===== src/rtl/pla_sweep_sequencer.sv =====
// pla_sweep_sequencer
// Exhaustive sweep driver for a single-output PLA netlist under test.
// Presents every N_IN-bit input vector in ascending order. Each y_in sample
// is tagged by a PIPE_LAT-deep valid pipe. The block accumulates the onset
// size and a Galois MISR signature over the sampled outputs.
// Optional feature: define PLA_SWEEP_FIRST_HIT_EN to add first_hit/hit_valid.
// These report the lowest vector that produced y_in=1.
module pla_sweep_sequencer #(
    parameter int               N_IN     = 15,
    parameter int               PIPE_LAT = 0,
    parameter int               CNT_W    = N_IN + 1,
    parameter int               SIG_W    = 16,
    parameter logic [SIG_W-1:0] SIG_POLY = SIG_W'(16'h1021),
    parameter logic [SIG_W-1:0] SIG_SEED = '0
) (
    input  logic             clk,
    input  logic             rst,
    input  logic             start,
    input  logic             abort,
    output logic [N_IN-1:0]  x_out,
    input  logic             y_in,
    output logic             busy,
    output logic             done,
    output logic [CNT_W-1:0] onset_count,
    output logic [SIG_W-1:0] signature
`ifdef PLA_SWEEP_FIRST_HIT_EN
    ,
    output logic [N_IN-1:0]  first_hit,
    output logic             hit_valid
`endif
);

    typedef enum logic [1:0] {
        S_IDLE  = 2'd0,
        S_SWEEP = 2'd1,
        S_DRAIN = 2'd2,
        S_DONE  = 2'd3
    } state_t;

    // Drain counter must be at least one bit wide even for a combinational FUT
    localparam int DW = (PIPE_LAT > 0) ? $clog2(PIPE_LAT + 1) : 1;

    state_t             state_q, state_d;
    logic [N_IN-1:0]    x_q, x_d;
    logic [DW-1:0]      drain_q, drain_d;
    logic [CNT_W-1:0]   onset_q, onset_d;
    logic [SIG_W-1:0]   sig_q, sig_d;
    logic               start_sweep;
    logic               samp_vld;
    logic               samp_en;
`ifdef PLA_SWEEP_FIRST_HIT_EN
    logic [N_IN-1:0]    samp_vec;
    logic [N_IN-1:0]    first_hit_q;
    logic               hit_valid_q;
`endif

    // Next-state, vector counter and drain counter; abort overrides everything
    always_comb begin
        state_d     = state_q;
        x_d         = x_q;
        drain_d     = drain_q;
        start_sweep = 1'b0;
        if (abort) begin
            state_d = S_IDLE;
        end else begin
            case (state_q)
                S_IDLE, S_DONE: begin
                    if (start) begin
                        state_d     = S_SWEEP;
                        x_d         = '0;
                        start_sweep = 1'b1;
                    end
                end
                S_SWEEP: begin
                    // x_out parks on all-ones rather than wrapping
                    if (x_q == {N_IN{1'b1}}) begin
                        state_d = (PIPE_LAT > 0) ? S_DRAIN : S_DONE;
                        drain_d = '0;
                    end else begin
                        x_d = x_q + 1'b1;
                    end
                end
                S_DRAIN: begin
                    if (drain_q == DW'(PIPE_LAT - 1)) begin
                        state_d = S_DONE;
                    end else begin
                        drain_d = drain_q + 1'b1;
                    end
                end
                default: state_d = S_IDLE;
            endcase
        end
    end

    // Sample qualification: the vector presented PIPE_LAT cycles ago
    generate
        if (PIPE_LAT == 0) begin : g_no_pipe
            assign samp_vld = (state_q == S_SWEEP);
`ifdef PLA_SWEEP_FIRST_HIT_EN
            assign samp_vec = x_q;
`endif
        end else begin : g_pipe
            logic [PIPE_LAT-1:0] vld_q;

            // Valid tags shift one stage per cycle; abort flushes the pipe
            always_ff @(posedge clk or posedge rst) begin
                if (rst) begin
                    vld_q <= '0;
                end else if (abort) begin
                    vld_q <= '0;
                end else begin
                    vld_q <= PIPE_LAT'({vld_q, (state_q == S_SWEEP)});
                end
            end
            assign samp_vld = vld_q[PIPE_LAT-1];

`ifdef PLA_SWEEP_FIRST_HIT_EN
            logic [PIPE_LAT-1:0][N_IN-1:0] tag_q;

            // Vector tags travel alongside the valid bits
            always_ff @(posedge clk or posedge rst) begin
                if (rst) begin
                    tag_q <= '0;
                end else begin
                    tag_q <= (PIPE_LAT * N_IN)'({tag_q, x_q});
                end
            end
            assign samp_vec = tag_q[PIPE_LAT-1];
`endif
        end
    endgenerate

    // The edge that aborts takes no sample, so partial results stop at the last whole cycle
    assign samp_en = samp_vld & ~abort;

    // Onset counter and MISR update
    always_comb begin
        onset_d = onset_q;
        sig_d   = sig_q;
        if (start_sweep) begin
            onset_d = '0;
            sig_d   = SIG_SEED;
        end else if (samp_en) begin
            onset_d = onset_q + CNT_W'(y_in);
            sig_d   = {sig_q[SIG_W-2:0], 1'b0}
                      ^ ((sig_q[SIG_W-1] ^ y_in) ? SIG_POLY : '0);
        end
    end

    // State and datapath registers
    always_ff @(posedge clk or posedge rst) begin
        if (rst) begin
            state_q <= S_IDLE;
            x_q     <= '0;
            drain_q <= '0;
            onset_q <= '0;
            sig_q   <= SIG_SEED;
        end else begin
            state_q <= state_d;
            x_q     <= x_d;
            drain_q <= drain_d;
            onset_q <= onset_d;
            sig_q   <= sig_d;
        end
    end

`ifdef PLA_SWEEP_FIRST_HIT_EN
    // Vectors arrive in ascending order, so the first hit is also the lowest
    always_ff @(posedge clk or posedge rst) begin
        if (rst) begin
            first_hit_q <= '0;
            hit_valid_q <= 1'b0;
        end else if (abort || start_sweep) begin
            first_hit_q <= '0;
            hit_valid_q <= 1'b0;
        end else if (samp_en && y_in && !hit_valid_q) begin
            first_hit_q <= samp_vec;
            hit_valid_q <= 1'b1;
        end
    end
    assign first_hit = first_hit_q;
    assign hit_valid = hit_valid_q;
`endif

    assign x_out       = x_q;
    assign busy        = (state_q == S_SWEEP) || (state_q == S_DRAIN);
    assign done        = (state_q == S_DONE);
    assign onset_count = onset_q;
    assign signature   = sig_q;

endmodule


===== config.mk =====
export PLATFORM = sky130hd
export DESIGN_NAME = pla_sweep_sequencer
export DESIGN_NICKNAME = d
export VERILOG_FILES = /design/src/rtl/pla_sweep_sequencer.sv
export SDC_FILE = /design/constraint.sdc
export NUM_CORES = 1
export LEC_CHECK = 0
export CAP_MARGIN = 20
export CORE_ASPECT_RATIO = 1.75
export CORE_MARGIN = 2
export CORE_UTILIZATION = 50
export CTS_CLUSTER_DIAMETER = 100
export CTS_CLUSTER_SIZE = 30
export DETAILED_ROUTE_END_ITERATION = 7
export PLACE_DENSITY = 0.82
export SYNTH_ARGS = -nofsm -noshare
export SYNTH_HDL_FRONTEND = slang
export SYNTH_SLANG_ARGS = --single-unit

===== constraint.sdc =====
create_clock -name clk -period 2.8 [get_ports clk]
set_input_delay 0.28 -clock clk [delete_from_list [all_inputs] [get_ports clk]]
set_output_delay 0.28 -clock clk [all_outputs]
set_load 0.01 [all_outputs]

==> key figures <==
Placed design
  • # port buffers: 53
  • Routability congestion estimate: 0.823
  • Post-DP Area: 0.00319 mm²
  • DP Worst Slack: 0.315 ns
  • DP Wirelength: 4230 µm

Floorplan
  • Die width: 58.4 µm
  • Die height: 99.1 µm
  • Area of the core: 0.00498 mm²
  • Top Ports: 54
  • Std-Cell Rows: 34
  • Full die area: 0.00578 mm²
  • Starting Density: 51.9%

Setup path
  • Critical path required time: 3.04 ns
  • WS Path Type: flip-flop to flip-flop
  • Max Fanout on Critical Path: 16
  • CP Launch Point: state_q[0]
  • Worst setup SP type: flip-flop
  • CP arrival: 2.74 ns
  • R2r startpoint: state_q[0]
  • Endpoint class of the critical path: flip-flop

Clocking
  • CTS tree: yes
  • Clock buffer depth: 2
  • Root buf cell: clkbuf_8
  • Worst-Skew Late Latency: 0.31 ns
  • Post-CTS Setup Inserts: 0
  • Sink Count: 50
  • CTS resizes: 0
  • CTS buffer count: 5
  • Hold Buf Count CTS: 0
  • # H-tree levels: 2
  • CTS clk-pin slew, worst paths: 0.10 ns

Finish
  • Design area: 0.00330 mm²
  • Diode count: 0
  • Commonest cells after routing, fill and taps aside: 53 x clkdlybuf4s50_1, 50 x dfrtp_1, 21 x nand2_1
  • Layout cells sized above 1: 6.65%
  • Layout area overhead: 27.7%
  • Final Util: 66.3%
  • Nets: 327
  • Most common cell after layout, fill and taps aside: clkdlybuf4s50_1

Detailed routing
  • Detailed-route via count: 2273
  • DR DRC count: 0
  • Routed len/inst: 16.3 µm
  • DR vias/cell: 6.14
  • Met1 WL: 2510 µm
  • TritonRoute pass-1 iters: 4
  • Post-Route WL: 6030 µm
  • Number of DRC markers in iteration 0: 68
  • WL met2: 3130 µm
  • Metal3 WL: 222 µm
  • Top sig layer: met4
  • Post-route ant nets: 0

Global route
  • GRT Util Overall: 22.2%
  • Number of global-route vias before repair: 2202
  • Largest net degree at the start of global routing: 33
  • First-pass GRT wire length: 10100 µm
  • Antenna violations before repair: 0
  • Total grt overflow: 0

Timing
  • Final Setup Violations: 0
  • Worst Tran Pin Value: 0.658 ns
  • Rel. slew slack: 56.0%
  • Hold Vio Cnt, Final: 0
  • Min setup slack post-route: 0.293 ns
  • Final min period: 2.51 ns
  • Max Freq: 0.399 GHz
  • Fin crit share: 89.5%
  • Final setup TNS: 0 ns
  • Max Slew Vio Count: 0
  • Unrepaired setup endpoints after global routing: no
  • Clock skew: 0.0117 ns

Yosys
  • Asr flop ratio synth: 100%
  • YS warnings: 0
  • Seq/Total Area, Yosys: 48.4%
  • Syn_nets: 273
  • Number of distinct library cells after synthesis: 44
  • Number of synthesized flops with an enable pin: 0
  • Mean Syn Cell Area: 9.87 µm²
  • Yosys reg bits: 50
  • Cells after Synth: 262
  • Synth Cell Area: 0.00258 mm²
  • Ys flop type: dfrtp_1

Power
  • Static Leak: 1.38 nW
  • Max VDD drop: 0.551 mV
  • Pwr dens: 690 mW/mm²

Worst hold path
  • HP Class: input port to async pin

Outcome
  • Outcome: finished, final reports clean

Run
  • Max Cap Viol: 0
[flip-flops by register name, indices dropped and copies added (netlist names)]
register	cells
signature	16
drain_q	1
state_q	2
x_out	15
onset_count	16
[through the flow]
stage          cells  hold WS [ns]  total power [mW]
2_1_floorplan    262         0.483              1.43
3_3_place_gp     363         0.502              1.75
3_5_place_dp     363         0.513              1.77
4_1_cts          370         0.399              2.28
5_1_grt          370         0.448              2.40
6_report         370         0.374              2.28
[final timing paths]
check	to	slack, ns	cells past startpoint
hold / removal	onset_count[0]	0.37	2
setup / recovery	onset_count[12]	0.29	6
max in group asynchronous	x_out[9]	1.80	3
setup reg to reg	onset_count[12]	0.29	6
hold reg to reg	drain_q	0.54	1
min in group clk	drain_q	0.54	1
[where the power goes]
group / total, mW / switching, mW / internal (mW)
clock network: 0.512 / 0.249 / 0.263
logic: 0.819 / 0.422 / 0.397
registers: 0.946 / 0.121 / 0.825
[area by class of cell]
| cell class | count | area (µm²) |
|---|---|---|
| Tap cell | 54 | 67.6 |
| Multi-Input combinational cell | 187 | 1240 |
| Clock buffer | 5 | 68.8 |
| Clock inverter | 2 | 38.8 |
| Timing Repair Buffer | 62 | 598 |
| Inverter | 10 | 37.5 |
| Fill cell | 414 | 1680 |
| Sequential cell | 50 | 1250 |
[cells in the mapped netlist, types with 3 or more instances]
cell | n | area, µm²
or4_1 | 8 | 60.1
nand2b_1 | 4 | 25.0
nand2_1 | 21 | 78.8
dfrtp_1 | 50 | 1250
inv_1 | 10 | 37.5
o21a_1 | 4 | 30.0
nor2b_1 | 5 | 31.3
nand3_1 | 11 | 55.1
nor3_1 | 4 | 20.0
ha_1 | 6 | 75.1
o41ai_1 | 3 | 26.3
a21oi_1 | 11 | 55.1
a22o_1 | 14 | 123
xor2_1 | 5 | 43.8
nand4_1 | 8 | 50.1
nand3b_1 | 3 | 22.5
xnor2_1 | 3 | 26.3
o31a_1 | 4 | 35.0
nor4_1 | 5 | 31.3
and3_1 | 4 | 25.0
o21ai_0 | 14 | 70.1
o31ai_1 | 16 | 120
clkbuf_1 | 13 | 48.8
nor2_1 | 13 | 48.8
[cells by family (layout without fill, tap and decap cells)]
logic type                 Yosys count  count (layout)  share of synthesized area [%]
and+or+nand+nor                     93              93                           19.5
AOI/OAI and AO/OA                   78              78                           21.8
DFF                                 50              50                           48.4
buffers and inverters               25              79                           3.68
xor gates and xnor gates             8               8                           2.71
adders and majority gates            6               6                           2.90
muxes                                2               2                          0.968
[routing by layer]
layer / vias up / GRT usage, %
li1: 1086 / -
met1: 1119 / 26.2
met2: 57 / 37.7
met3: 11 / 3.38
met4: 0 / 11.8
met5: - / 0
[worst max-delay path, stage by stage (launching register included)]
cell     delay, ns
dfrtp_1       0.38
inv_1         0.07
ha_1          0.42
a21oi_2       0.12
or4b_1        0.72
or4_1         0.57
a21oi_1       0.15
Note: power is estimated with default switching activity, not from simulation.
